===== src/rtl/sram_fifo_pkg.sv =====
// Packed-word layout shared by the AXI-to-FIFO packer and the read-side unpacker.
// Latency: n/a (types, constants and helpers only).
// Backpressure: n/a.
//
// Word layout (LSB first): W[0] new beat, L[1] tlast of that beat, S[3:2] pack
// state, C[8:4] byte count - 1 of the beat completed here, P[200:9] payload.
package sram_fifo_pkg;

  localparam int PACKED_WIDTH = 201;
  localparam int BEAT_WIDTH   = 256;
  localparam int KEEP_WIDTH   = 32;

  localparam int W_BIT   = 0;
  localparam int L_BIT   = 1;
  localparam int S_LSB   = 2;
  localparam int S_WIDTH = 2;
  localparam int C_LSB   = 4;
  localparam int C_WIDTH = 5;
  localparam int P_LSB   = 9;
  localparam int P_WIDTH = 192;

  // Position of a word inside its group of four; also the unpacker's expected state.
  typedef enum logic [1:0] {
    PACK_S0 = 2'd0,
    PACK_S1 = 2'd1,
    PACK_S2 = 2'd2,
    PACK_S3 = 2'd3
  } pack_state_t;

  // Contiguous low-byte keep mask for a byte count of c+1 (c=31 gives all ones).
  function automatic logic [KEEP_WIDTH-1:0] keep_from_cnt(input logic [C_WIDTH-1:0] c);
    return {KEEP_WIDTH{1'b1}} >> (C_WIDTH'(KEEP_WIDTH - 1) - c);
  endfunction

endpackage


===== src/rtl/sram_unpack_out_slice.sv =====
// One-entry AXI4-Stream output register for the unpacker.
// Latency: one clock from an accepted input to m_axis_tvalid.
// Backpressure: in_rdy = ~m_axis_tvalid | m_axis_tready; outputs hold while stalled.
//
// Ports: clk, resetn (async active-low); in_vld/in_rdy/in_dat/in_keep/in_last
// from the decoder; m_axis_tvalid/tready/tdata/tkeep/tlast to the stream master.
module sram_unpack_out_slice #(
  parameter int DATA_W = 256,
  parameter int KEEP_W = 32
) (
  input  logic              clk,
  input  logic              resetn,
  input  logic              in_vld,
  output logic              in_rdy,
  input  logic [DATA_W-1:0] in_dat,
  input  logic [KEEP_W-1:0] in_keep,
  input  logic              in_last,
  output logic              m_axis_tvalid,
  input  logic              m_axis_tready,
  output logic [DATA_W-1:0] m_axis_tdata,
  output logic [KEEP_W-1:0] m_axis_tkeep,
  output logic              m_axis_tlast
);

  // The register may be refilled whenever it is empty or being drained this cycle.
  assign in_rdy = ~m_axis_tvalid | m_axis_tready;

  always_ff @(posedge clk or negedge resetn) begin
    if (!resetn) begin
      m_axis_tvalid <= 1'b0;
      m_axis_tdata  <= '0;
      m_axis_tkeep  <= '0;
      m_axis_tlast  <= 1'b0;
    end else if (in_rdy) begin
      m_axis_tvalid <= in_vld;
      if (in_vld) begin
        m_axis_tdata <= in_dat;
        m_axis_tkeep <= in_keep;
        m_axis_tlast <= in_last;
      end
    end
  end

endmodule


===== src/rtl/sram_fifo_unpacker.sv =====
// Rebuilds 256-bit AXI4-Stream beats (tkeep, tlast) from 201-bit packed SRAM words.
// Latency: one clock from the accepted word that completes a beat to m_axis_tvalid.
// Backpressure: s_ready = ~m_axis_tvalid | m_axis_tready (low in and just after reset).
//
// Ports: clk, resetn (async active-low); s_valid/s_ready/s_data packed words in;
// m_axis_tvalid/tready/tdata/tkeep/tlast beats out; seq_err sticky sequence error;
// beat_cnt wrapping count of output handshakes.
// Optional: define SRAM_UNPACK_SEQ_CHECK_EN to check S against the expected state,
// flag seq_err and resynchronise on the next S=0/W=1 word.
module sram_fifo_unpacker #(
  parameter int TDATA_WIDTH  = 32,
  parameter int PACKED_WIDTH = sram_fifo_pkg::PACKED_WIDTH
) (
  input  logic                     clk,
  input  logic                     resetn,
  input  logic                     s_valid,
  output logic                     s_ready,
  input  logic [PACKED_WIDTH-1:0]  s_data,
  output logic                     m_axis_tvalid,
  input  logic                     m_axis_tready,
  output logic [TDATA_WIDTH*8-1:0] m_axis_tdata,
  output logic [TDATA_WIDTH-1:0]   m_axis_tkeep,
  output logic                     m_axis_tlast,
  output logic                     seq_err,
  output logic [31:0]              beat_cnt
);

  import sram_fifo_pkg::*;

  // Packed word fields
  logic               w_bit;
  logic               l_bit;
  logic [S_WIDTH-1:0] s_fld;
  logic [C_WIDTH-1:0] c_fld;
  logic [P_WIDTH-1:0] p_fld;

  assign w_bit = s_data[W_BIT];
  assign l_bit = s_data[L_BIT];
  assign s_fld = s_data[S_LSB +: S_WIDTH];
  assign c_fld = s_data[C_LSB +: C_WIDTH];
  assign p_fld = s_data[P_LSB +: P_WIDTH];

  // Decoder state: expected word position, partial beat, pending tlast.
  pack_state_t        e_q, e_d;
  logic [P_WIDTH-1:0] pr_q, pr_d;
  logic               pl_q, pl_d;

  logic                  out_of_rst;
  logic                  slice_rdy;
  logic                  acc;
  logic                  word_ok;
  logic                  force_idle;
  logic                  emit_vld;
  logic [BEAT_WIDTH-1:0] emit_dat;
  logic [KEEP_WIDTH-1:0] emit_keep;
  logic                  emit_last;

  // Hold s_ready low for the first clock after reset release as well as during reset.
  always_ff @(posedge clk or negedge resetn) begin
    if (!resetn) out_of_rst <= 1'b0;
    else         out_of_rst <= 1'b1;
  end

  // Non-emitting words are gated by the output slice too; keeps one acceptance rule.
  assign s_ready = out_of_rst & slice_rdy;
  assign acc     = s_valid & s_ready;

`ifdef SRAM_UNPACK_SEQ_CHECK_EN
  logic err_q, err_d;
  logic resync_q, resync_d;

  // A bad word sets the sticky error and sends the decoder idle; everything is then
  // discarded until a word that can legally open a group (S=0, W=1) shows up.
  always_comb begin
    err_d      = err_q;
    resync_d   = resync_q;
    word_ok    = 1'b0;
    force_idle = 1'b0;
    if (acc) begin
      if (resync_q) begin
        if (s_fld == PACK_S0 && w_bit) begin
          word_ok  = 1'b1;
          resync_d = 1'b0;
        end
      end else if (s_fld != e_q || (e_q == PACK_S0 && !w_bit)) begin
        err_d      = 1'b1;
        resync_d   = 1'b1;
        force_idle = 1'b1;
      end else begin
        word_ok = 1'b1;
      end
    end
  end

  always_ff @(posedge clk or negedge resetn) begin
    if (!resetn) begin
      err_q    <= 1'b0;
      resync_q <= 1'b0;
    end else begin
      err_q    <= err_d;
      resync_q <= resync_d;
    end
  end

  assign seq_err = err_q;
`else
  // S is not needed when the expected state alone drives decoding.
  logic unused_s_fld;
  assign unused_s_fld = ^s_fld;

  // A word with W=0 cannot start a beat, so at E=0 it is simply dropped.
  assign word_ok    = acc & ~(e_q == PACK_S0 & ~w_bit);
  assign force_idle = 1'b0;
  assign seq_err    = 1'b0;
`endif

  always_ff @(posedge clk or negedge resetn) begin
    if (!resetn) begin
      e_q  <= PACK_S0;
      pr_q <= '0;
      pl_q <= 1'b0;
    end else begin
      e_q  <= e_d;
      pr_q <= pr_d;
      pl_q <= pl_d;
    end
  end

  // Each emitting word completes the beat opened earlier: tlast comes from the
  // opening word (PL), tkeep from this word's C.
  always_comb begin
    e_d       = e_q;
    pr_d      = pr_q;
    pl_d      = pl_q;
    emit_vld  = 1'b0;
    emit_dat  = '0;
    emit_last = pl_q;
    emit_keep = keep_from_cnt(c_fld);
    if (force_idle) begin
      e_d = PACK_S0;
    end else if (word_ok) begin
      case (e_q)
        PACK_S0: begin
          if (w_bit) begin
            pr_d = p_fld;
            pl_d = l_bit;
            e_d  = PACK_S1;
          end
        end
        PACK_S1: begin
          emit_vld = 1'b1;
          emit_dat = {p_fld[63:0], pr_q[191:0]};
          if (w_bit) begin
            pr_d[127:0] = p_fld[191:64];
            pl_d        = l_bit;
            e_d         = PACK_S2;
          end else begin
            e_d = PACK_S0;
          end
        end
        PACK_S2: begin
          emit_vld = 1'b1;
          emit_dat = {p_fld[127:0], pr_q[127:0]};
          if (w_bit) begin
            pr_d[63:0] = p_fld[191:128];
            pl_d       = l_bit;
            e_d        = PACK_S3;
          end else begin
            e_d = PACK_S0;
          end
        end
        PACK_S3: begin
          // Last word of a group always closes it; W carries no meaning here.
          emit_vld = 1'b1;
          emit_dat = {p_fld[191:0], pr_q[63:0]};
          e_d      = PACK_S0;
        end
        default: e_d = PACK_S0;
      endcase
    end
  end

  sram_unpack_out_slice #(
    .DATA_W (TDATA_WIDTH * 8),
    .KEEP_W (TDATA_WIDTH)
  ) u_out_slice (
    .clk           (clk),
    .resetn        (resetn),
    .in_vld        (emit_vld),
    .in_rdy        (slice_rdy),
    .in_dat        (emit_dat),
    .in_keep       (emit_keep),
    .in_last       (emit_last),
    .m_axis_tvalid (m_axis_tvalid),
    .m_axis_tready (m_axis_tready),
    .m_axis_tdata  (m_axis_tdata),
    .m_axis_tkeep  (m_axis_tkeep),
    .m_axis_tlast  (m_axis_tlast)
  );

  always_ff @(posedge clk or negedge resetn) begin
    if (!resetn)                            beat_cnt <= '0;
    else if (m_axis_tvalid && m_axis_tready) beat_cnt <= beat_cnt + 32'd1;
  end

endmodule


===== config.mk =====
export PLATFORM = sky130hd
export DESIGN_NAME = sram_fifo_unpacker
export DESIGN_NICKNAME = d
export VERILOG_FILES = /design/src/rtl/sram_fifo_pkg.sv /design/src/rtl/sram_unpack_out_slice.sv /design/src/rtl/sram_fifo_unpacker.sv
export SDC_FILE = /design/constraint.sdc
export NUM_CORES = 1
export LEC_CHECK = 0
export ABC_AREA = 1
export CAP_MARGIN = 5
export CORE_MARGIN = 2
export CORE_UTILIZATION = 25
export CTS_CLUSTER_DIAMETER = 150
export DETAILED_ROUTE_END_ITERATION = 8
export DONT_BUFFER_PORTS = 1
export GPL_TIMING_DRIVEN = 0
export MAX_ROUTING_LAYER = met4
export PLACE_DENSITY = 0.46
export SYNTH_ARGS = -nofsm -noshare
export SYNTH_HDL_FRONTEND = slang
export SYNTH_SLANG_ARGS = --single-unit

===== constraint.sdc =====
create_clock -name clk -period 5.26 [get_ports clk]
set_clock_uncertainty 0.15 [all_clocks]
set_input_delay 1.052 -clock clk [delete_from_list [all_inputs] [get_ports clk]]
set_output_delay 1.052 -clock clk [all_outputs]
set_load 0.02 [all_outputs]

==> metrics <==
launch point of the worst path=e_q[1]; die footprint=0.105 sq mm; maxcap violations=0; CTS buffer count=67; gr ovfl total=0; First DRT Iteration DRCs=1732; Layout Nets=3481; iteration count of the initial detailed-routing pass=6; Critical Path Max Stage Delay=0.82 ns; post-DR wirelength/cell=25.0 um; period utilization=0.669; Avg Cell Area, Syn=7.99 sq um; Cell Area, Placed=0.0273 sq mm; largest net degree at the start of global routing=395; Initial Utilization=0.252; first-pass GRT wire length=166000 um; highest clock rate=284 MHz; vias in the first global route=22300; total number of vias=22600; buffer depth of the longest clock path=3; outcome=finished, final reports clean; drt via density=4.83; number of synthesized flops with an enable pin=0; crit start category=flop; Netlist cell types=35; port buffer count=0; most frequent cells in the layout=nand2_1 (1014), dfrtp_1 (518), nor2_1 (305); CP Max Fanout=11; peak supply drop=0.264 mV; r2r startpoint=e_q[1]; DIE WIDTH=324 um; TritonCTS clock tree=done; Synth Instances=3199; Worst Hold Class=in2async; hold_buf cts=1; Reg clk slew, reported paths=0.06 ns; Slowest-stage cell, CP=nand2_1; htree depth=3; Warnings, synthesis=0; fin. max-slew vios=0; Worst Setup End Kind=flop; Final min period=3.52 ns; Worst Max-Slew Pin Slew=1.31 ns; Rel. slew slack=0.125; commonest non-fill, non-tap cell in the layout=nand2_1; synthesis-to-finish area growth=15.3%; sequential area share after synthesis=0.507; Residual DRC=0; Die Ht=324 um; post_cts resized=0; Detailed Route WL=117000 um; Worst Path Buf+Inv=5; Synth Flop Type=dfrtp_1; CP most frequent cell=buf_2; row cnt=117; clock sink count=518; share of layout cells above drive strength 1=0.116; unrepaired setup endpoints after global routing=no; initial antenna violation count=5; final hold violations=0; CP Cell Sequence=inv_1 > ha_1 > buf_2 > inv_1 > buf_2 > nand2_1 > buf_2 > nand2_1 > o21ai_2; Final ANT Viol Nets=0; CTS root buf=clkbuf_16; synthesized area=0.0256 sq mm; DP HPWL=85800 um; worst skew pair latency=0.63 ns; TNS Setup=0 ns; PwrDens=708 mW/mm^2; core footprint=0.102 sq mm; Util after Layout=0.290; Leak=13.6 nW; delay-heaviest family, CP=buffers and inverters; Setup Viol. Count Final=0; WHS=0.0612 ns; Ports=529; Setup Fix Bufs, Post-CTS=0; total power=20.9 mW; Synth async-reset ratio=1.00; Synthesized Nets=3411; Crit Path Category=reg2reg; worst endpoint required time=5.62 ns; GP Congestion=0.925; Synth Register Bits=518; design area=0.0295 sq mm; Critical Path AT=3.88 ns; GRT Total Usage=0.225
-- cell usage after synthesis (2+ instances only) --
library cell	n	area [sq um]
nand4_1	7	43.8
buf_2	62	310
nor2_1	305	1140
a21oi_1	131	656
a31oi_1	64	400
inv_1	278	1040
o21ai_0	302	1510
o22ai_1	111	694
nand3_2	2	20.0
dfrtp_1	518	13000
nand3b_1	3	22.5
o21ai_2	140	1230
buf_4	15	113
nand3_1	16	80.1
clkbuf_1	77	289
buf_6	50	563
and2_1	2	12.5
nor2_2	2	12.5
o21ai_1	48	240
conb_1	2	7.51
nand2_1	1014	3810
buf_1	9	33.8
nand2_2	2	12.5
xnor2_1	6	52.6
nor3_1	4	20.0
xor2_1	14	123
ha_1	7	87.6
-- through the flow --
stage	std cells	setup slack, ns
global placement	4567	1.71
global route	4684	1.59
detailed placement	4567	1.70
floorplan	3199	2.66
CTS	4683	1.67
finish	4687	1.74
-- cell families after synthesis --
family,share of synthesized area
other cells,0.000294
compound gates,0.186
buf+inv,0.0930
fa+ha+maj,0.00343
xor+xnor,0.00685
simple gates,0.203
flops,0.507
-- layout make-up --
cell class | count | area (sq um)
repair buffers | 1 | 27.5
flip-flops and latches | 518 | 13000
multi-input cells | 2187 | 10200
fillers | 11200 | 72100
diodes | 4 | 10.0
clock inverters | 18 | 135
well taps | 1368 | 1710
inverters | 280 | 1050
plain buffers | 214 | 1330
clock buffers | 97 | 2010
-- final timing paths --
check / slack [ns] / to / cells past startpoint
max in group asynchronous: 4.05 / pr_q[113] / 0
min in group clk: 0.35 / pr_q[133] / 2
worst max register to register: 1.74 / u_out_slice.m_axis_tdata[55] / 9
worst max-delay path: 1.74 / u_out_slice.m_axis_tdata[55] / 9
worst min register to register: 0.35 / pr_q[133] / 2
worst min-delay path: 0.06 / u_out_slice.m_axis_tdata[86] / 0
-- where the power goes --
group / switching, mW / total, mW / internal (mW)
sequential: 2.57 / 8.25 / 5.69
clock: 1.93 / 4.64 / 2.70
combinational: 5.54 / 7.97 / 2.42
total: 10.0 / 20.9 / 10.8
-- metal layers --
metal,global-route usage,vias up,part of all wire
li1,-,10400,-
met1,0.275,11200,0.42
met2,0.346,875,0.45
met3,0.0837,179,0.11
met4,0.0665,0,0.027
met5,-,-,0
-- flip-flops by register name, indices dropped and copies added (netlist names) --
| name | cells |
|---|---|
| u_out_slice.m_axis_tlast | 1 |
| emit_last | 1 |
| u_out_slice.m_axis_tdata | 256 |
| out_of_rst | 1 |
| e_q | 2 |
| u_out_slice.m_axis_tvalid | 1 |
| u_out_slice.m_axis_tkeep | 32 |
| beat_cnt | 32 |
| pr_q | 192 |
No activity file was read; power rests on OpenSTA's default activity.
